[src/rtl/mult_div_unit.sv]
// Iterative HI/LO multiply/divide unit for a 5-stage MIPS-style pipeline.
// One 32-iteration operation at a time; MT/MF moves complete in a single cycle.
module mult_div_unit (
   input  logic        clk,
   input  logic        rst,
   input  logic        flush,
   input  logic        start,
   input  logic [5:0]  funct,
   input  logic [31:0] op_a,
   input  logic [31:0] op_b,
   output logic        stall,
   output logic        done,
   output logic [31:0] result,
   output logic [31:0] hi,
   output logic [31:0] lo
);

   localparam logic [5:0] F_MFHI  = 6'h10;
   localparam logic [5:0] F_MTHI  = 6'h11;
   localparam logic [5:0] F_MFLO  = 6'h12;
   localparam logic [5:0] F_MTLO  = 6'h13;
   localparam logic [5:0] F_MULT  = 6'h18;
   localparam logic [5:0] F_MULTU = 6'h19;
   localparam logic [5:0] F_DIV   = 6'h1A;
   localparam logic [5:0] F_DIVU  = 6'h1B;

   typedef enum logic [1:0] {
      S_IDLE = 2'd0,
      S_BUSY = 2'd1,
      S_DONE = 2'd2
   } state_t;

   state_t      state_q, state_d;
   logic [5:0]  cnt_q, cnt_d;
   logic [63:0] work_q, work_d;
   logic [31:0] opnd_q, opnd_d;
   logic        is_div_q, is_div_d;
   logic        neg_res_q, neg_res_d;
   logic        neg_rem_q, neg_rem_d;
   logic        div0_q, div0_d;
   logic [31:0] hi_q, hi_d;
   logic [31:0] lo_q, lo_d;

   logic        op_signed_s, op_is_div_s, a_neg_s, b_neg_s;
   logic [31:0] a_mag_s, b_mag_s;
   logic [32:0] mul_sum_s;
   logic [63:0] mul_next_s;
   logic [33:0] div_diff_s;
   logic [63:0] div_next_s;
   logic [63:0] mul_fin_s;
   logic [31:0] fin_hi_s, fin_lo_s;

   // Operand decode: signedness and magnitudes latched on acceptance
   always_comb begin
      op_signed_s = (funct == F_MULT) || (funct == F_DIV);
      op_is_div_s = (funct == F_DIV) || (funct == F_DIVU);
      a_neg_s     = op_signed_s & op_a[31];
      b_neg_s     = op_signed_s & op_b[31];
      a_mag_s     = a_neg_s ? (32'd0 - op_a) : op_a;
      b_mag_s     = b_neg_s ? (32'd0 - op_b) : op_b;
   end

   // One iteration step; work_q holds {acc, multiplier} or {remainder, quotient}
   always_comb begin
      mul_sum_s  = {1'b0, work_q[63:32]} + (work_q[0] ? {1'b0, opnd_q} : 33'd0);
      mul_next_s = {mul_sum_s, work_q[31:1]};
      div_diff_s = {1'b0, work_q[63:31]} - {2'b00, opnd_q};
      div_next_s = div_diff_s[33] ? {work_q[62:0], 1'b0}
                                  : {div_diff_s[31:0], work_q[30:0], 1'b1};
   end

   // Sign fix-up of the magnitude result; divide-by-zero leaves hi = dividend
   always_comb begin
      mul_fin_s = neg_res_q ? (64'd0 - work_q) : work_q;
      if (is_div_q) begin
         fin_hi_s = neg_rem_q ? (32'd0 - work_q[63:32]) : work_q[63:32];
         if (div0_q) begin
            fin_lo_s = 32'hFFFF_FFFF;
         end else begin
            fin_lo_s = neg_res_q ? (32'd0 - work_q[31:0]) : work_q[31:0];
         end
      end else begin
         fin_hi_s = mul_fin_s[63:32];
         fin_lo_s = mul_fin_s[31:0];
      end
   end

   // Next-state, datapath updates and pipeline handshake outputs
   always_comb begin
      state_d   = state_q;
      cnt_d     = cnt_q;
      work_d    = work_q;
      opnd_d    = opnd_q;
      is_div_d  = is_div_q;
      neg_res_d = neg_res_q;
      neg_rem_d = neg_rem_q;
      div0_d    = div0_q;
      hi_d      = hi_q;
      lo_d      = lo_q;
      stall     = 1'b0;
      done      = 1'b0;
      case (state_q)
         S_IDLE: begin
            if (flush || !start) begin
               state_d = S_IDLE;
            end else begin
               case (funct)
                  F_MULT, F_MULTU, F_DIV, F_DIVU: begin
                     stall     = 1'b1;
                     state_d   = S_BUSY;
                     cnt_d     = 6'd32;
                     is_div_d  = op_is_div_s;
                     opnd_d    = op_is_div_s ? b_mag_s : a_mag_s;
                     work_d    = {32'd0, (op_is_div_s ? a_mag_s : b_mag_s)};
                     neg_res_d = a_neg_s ^ b_neg_s;
                     neg_rem_d = a_neg_s;
                     div0_d    = (op_b == 32'd0);
                  end
                  F_MTHI:  hi_d = op_a;
                  F_MTLO:  lo_d = op_a;
                  default: state_d = S_IDLE;
               endcase
            end
         end
         S_BUSY: begin
            stall  = 1'b1;
            work_d = is_div_q ? div_next_s : mul_next_s;
            cnt_d  = cnt_q - 6'd1;
            if (flush) begin
               state_d = S_IDLE;
               cnt_d   = 6'd0;
            end else if (cnt_q == 6'd1) begin
               state_d = S_DONE;
            end else begin
               state_d = S_BUSY;
            end
         end
         S_DONE: begin
            state_d = S_IDLE;
            if (flush) begin
               done = 1'b0;
            end else begin
               done = 1'b1;
               hi_d = fin_hi_s;
               lo_d = fin_lo_s;
            end
         end
         default: begin
            state_d = S_IDLE;
            cnt_d   = 6'd0;
         end
      endcase
   end

   // MFHI/MFLO read port
   always_comb begin
      case (funct)
         F_MFHI:  result = hi_q;
         F_MFLO:  result = lo_q;
         default: result = 32'd0;
      endcase
   end

   // State and architectural register update
   always_ff @(posedge clk or posedge rst) begin
      if (rst) begin
         state_q   <= S_IDLE;
         cnt_q     <= 6'd0;
         work_q    <= 64'd0;
         opnd_q    <= 32'd0;
         is_div_q  <= 1'b0;
         neg_res_q <= 1'b0;
         neg_rem_q <= 1'b0;
         div0_q    <= 1'b0;
         hi_q      <= 32'd0;
         lo_q      <= 32'd0;
      end else begin
         state_q   <= state_d;
         cnt_q     <= cnt_d;
         work_q    <= work_d;
         opnd_q    <= opnd_d;
         is_div_q  <= is_div_d;
         neg_res_q <= neg_res_d;
         neg_rem_q <= neg_rem_d;
         div0_q    <= div0_d;
         hi_q      <= hi_d;
         lo_q      <= lo_d;
      end
   end

   assign hi = hi_q;
   assign lo = lo_q;

endmodule

[config.mk]
export PLATFORM = sky130hd
export DESIGN_NAME = mult_div_unit
export DESIGN_NICKNAME = d
export VERILOG_FILES = /design/src/rtl/mult_div_unit.sv
export SDC_FILE = /design/constraint.sdc
export NUM_CORES = 1
export LEC_CHECK = 0
export BUFFER_PORTS_ARGS = -buffer_cell sky130_fd_sc_hd__clkbuf_2
export CAP_MARGIN = 20
export CORE_MARGIN = 4
export CORE_UTILIZATION = 65
export CTS_CLUSTER_SIZE = 28
export DETAILED_ROUTE_END_ITERATION = 10
export PLACE_DENSITY = 0.87
export SYNTH_ARGS = -nofsm -noshare
export SYNTH_HDL_FRONTEND = slang
export SYNTH_SLANG_ARGS = --single-unit
[constraint.sdc]
create_clock -name clk -period 14.6 [get_ports clk]
set_input_delay 0.73 -clock clk [delete_from_list [all_inputs] [get_ports clk]]
set_output_delay 0.73 -clock clk [all_outputs]
set_load 0.05 [all_outputs]
==> impl_metrics.py <==
metrics = {
    "detailed_routing": {
        "drc": 0,
        "wl_per_cell_um": 22.8,
        "via_count": 16300,
        "routed_via_density": 6.84,
        "drt-initial-drc-count": 2250,
        "ant_nets": 0,
        "routed_wirelength_mm": 54.4,
        "drtPass1Iterations": 6,
    },
    "sta": {
        "timing.final.ws_setup_ps": 10400,
        "finalSetupViolCount": 0,
        "max_freq_ghz": 0.238,
        "tightest_slew_ps": 1140,
        "hold_violations": 0,
        "slew_violations": 0,
        "finalCriticalPeriod_ps": 4200,
        "rsz0062_at_grt": "no",
        "setup_tns_ps": 0,
        "finalCritPeriodShare_pct": 28.8,
        "finClkSkew_ps": 15.1,
        "relSlewSlack_pct": 23.1,
    },
    "synth": {
        "synth_top_family_by_area": "compound AO/OA/AOI/OAI gates",
        "synthAdderAreaFrac_pct": 5.98,
        "avgSynthCellArea_um2": 7.83,
        "syn-cell-area_um2": 15300,
        "yosys.area_share.simple_pct": 19.4,
        "synthMuxAreaShare_pct": 7.98,
        "yosysSeqAreaShare_pct": 28.1,
        "synth_compound_area_share_pct": 24.5,
        "synthCells": 1958,
        "yosysTopAreaCell": "dfrtp_1",
        "synth_nets": 2104,
        "ys.flop_type": "dfrtp_1",
        "synthXorXnorAreaFrac_pct": 9.37,
        "yosys-top-cells-area": "dfrtp_1 28%, mux2i_1 6.7%, o21ai_0 6.2%",
        "ys_types": 77,
        "async_flop_share_pct": 100,
        "synth_seq_cells": 172,
        "synth_top_cell_area_share_pct": 28.1,
        "synth_edf_count": 0,
        "yosys_warnings": 0,
    },
    "cts": {
        "root_buffer": "clkbuf_16",
        "clockBufferDepth": 2,
        "insertion_delay_ps": 450,
        "cts_buffers": 17,
        "cts_tree": "done",
        "cts_max_level": 4,
        "cts_setup_buffers": 0,
        "cts_sinks": 172,
        "cts_resized": 0,
        "cts_hold_buf": 0,
        "clk_pin_slew_ps": 70,
    },
    "flow_run": {
        "drv_cap": 0,
    },
    "critical_path": {
        "critical_path.max_stage_delay_ps": 770,
        "cp.required_ps": 13870,
        "slowest_stage": "nor4bb_1",
        "worstSetupStartpointType": "primary input",
        "worstPathCellList": "clkbuf_2 > nor4bb_1 > a31oi_1 > or2_2 > buf_4 > buf_4 > inv_1 > clkbuf_2",
        "critPathKind": "primary input to primary output",
        "critPathMaxFanout": 55,
        "cp.arrival_ps": 3470,
        "path_delay_family": "simple AND/OR/NAND/NOR gates",
        "path_buf_inv": 5,
        "end_kind": "primary output",
    },
    "cells_and_area": {
        "nNetsFinal": 2200,
        "drive_above_1_share_pct": 13.4,
        "synthToLayoutAreaGrowth_pct": 10.7,
    },
    "die": {
        "row_count": 55,
        "die_area_um2": 26100,
        "dieHeight_um": 162,
        "io_pins": 172,
        "initial_utilization_pct": 66.9,
        "die_w_um": 162,
        "core_area_um2": 22900,
    },
    "outcome": {
        "status": "finished clean",
    },
    "global_route": {
        "grt_start_max_net_pins": 99,
        "grt_overflow": 0,
        "grt_pass1_wl_mm": 83.2,
        "grtUsageTotal_pct": 40.3,
        "grt_pass1_vias": 14800,
        "grt_antenna_before_repair": 2,
    },
    "pwr": {
        "p_total_mw": 2.89,
        "p_sw_mw": 1.43,
        "p_comb_share_pct": 54.6,
        "power.leakage_nw": 7.71,
        "seq_power_share_pct": 28.5,
        "p_int_mw": 1.46,
        "pwr_density_cell_nw_per_um2": 170,
        "power_frac_clock_pct": 16.8,
        "peakVddDrop_mv": 0.108,
        "p_sw_share_pct": 49.3,
    },
    "hold_path": {
        "worstHoldPathType": "primary input to async pin",
    },
    "place": {
        "io_buffers": 171,
        "dp_hpwl_mm": 40.4,
        "dp_slack_ps": 10460,
        "place.gp.congestion": 1.00,
    },
}
-- placed cells by master (no fill, tap or decap), types with 10 or more instances in the layout --
cell and n:
nor2_1 216, a21oi_1 140, o22ai_1 28, buf_4 21, nand3_1 20, a31oi_1 27
nand2_1 226, and3_1 19, mux2_2 17, mux2i_1 103, o21ai_0 190, nor2b_1 14
nor3_1 31, o31ai_1 22, nor4_1 16, a22oi_1 16, ha_1 70, o211ai_1 14
nand2b_1 21, dfrtp_1 171, xor2_1 85, or3_1 26, a21o_1 35, o221ai_1 10
a211oi_1 13, clkbuf_16 17, o41ai_1 12, clkbuf_2 170, inv_1 69, a221o_1 11
xnor2_1 79
-- power groups by stage --
stage	Combinational, mW	Clock [mW]	Sequential (mW)
6_report	1.58	0.487	0.824
5_1_grt	1.71	0.506	0.832
4_1_cts	1.54	0.487	0.809
3_5_place_dp	1.52	0	0.818
3_3_place_gp	1.48	0	0.811
2_1_floorplan	1.14	0	0.780
-- per-stage QoR --
step / instances / hold WS (ps) / utilization (%) / instance area, µm²
6_report: 2381 / 430 / 74.0 / 17000
5_1_grt: 2381 / 513 / 74.0 / 17000
4_1_cts: 2379 / 488 / 73.9 / 16900
3_5_place_dp: 2347 / 471 / 71.1 / 16300
3_3_place_gp: 2347 / 465 / 71.1 / 16300
2_1_floorplan: 1958 / 450 / - / 15300
-- logic make-up (layout without fill, tap and decap cells) --
family	Yosys count	after routing
xor+xnor	164	164
buf+inv	186	295
compound gates	597	597
simple gates	647	647
other cells	0	1
mux	120	120
flops	172	172
fa+ha+maj	72	72
-- path summary, 6_finish.rpt --
| check | startpoint | end | slack (ps) | depth (start not counted) |
|---|---|---|---|---|
| max | funct[2] | stall | 10400 | 8 |
| min | rst | hi[23]$_DFFE_PP0P_ | 430 | 2 |
| max reg2reg | work_q[40]$_DFFE_PP0P_ | work_q[62]$_DFFE_PP0P_ | 10540 | 11 |
| min reg2reg | opnd_q[28]$_DFFE_PP0P_ | opnd_q[28]$_DFFE_PP0P_ | 490 | 1 |
| max in group asynchronous | rst | opnd_q[15]$_DFFE_PP0P_ | 12480 | 3 |
| min in group clk | opnd_q[28]$_DFFE_PP0P_ | opnd_q[28]$_DFFE_PP0P_ | 490 | 1 |
-- per-layer routing --
metal,vias up,routed length (µm),part of all wire [%],track usage [%]
met5,-,7,0.013,0
met1,7605,21200,39,56.0
met3,204,7580,14,10.0
met4,2,2780,5.1,17.8
li1,7239,-,-,-
met2,1228,22800,42,59.8
-- synthesized netlist by cell type, types with 35 or more instances --
cell and instances:
nand2_1 227, nor2_1 216, o21ai_0 190, dfrtp_1 172, a21oi_1 140, mux2i_1 103, clkbuf_1 94, xor2_1 85
xnor2_1 79, ha_1 70, inv_1 70, a21o_1 35
-- flip-flops by register name (all words and copies together) (netlist names), 2 cells and up --
| register | cells |
|---|---|
| state_q | 2 |
| opnd_q | 32 |
| lo | 32 |
| work_q | 64 |
| cnt_q | 6 |
| hi | 32 |
-- area by class of cell --
cell class / instances / area, µm²
Multi-Input combinational cell: 1600 / 10300
Clock buffer: 17 / 425
Tap cell: 313 / 392
Fill cell: 1771 / 5960
Timing Repair Buffer: 192 / 1040
Antenna cell: 1 / 2.50
Sequential cell: 172 / 4310
Inverter: 71 / 272
Clock inverter: 15 / 206
(Power assumes the default switching activity.)
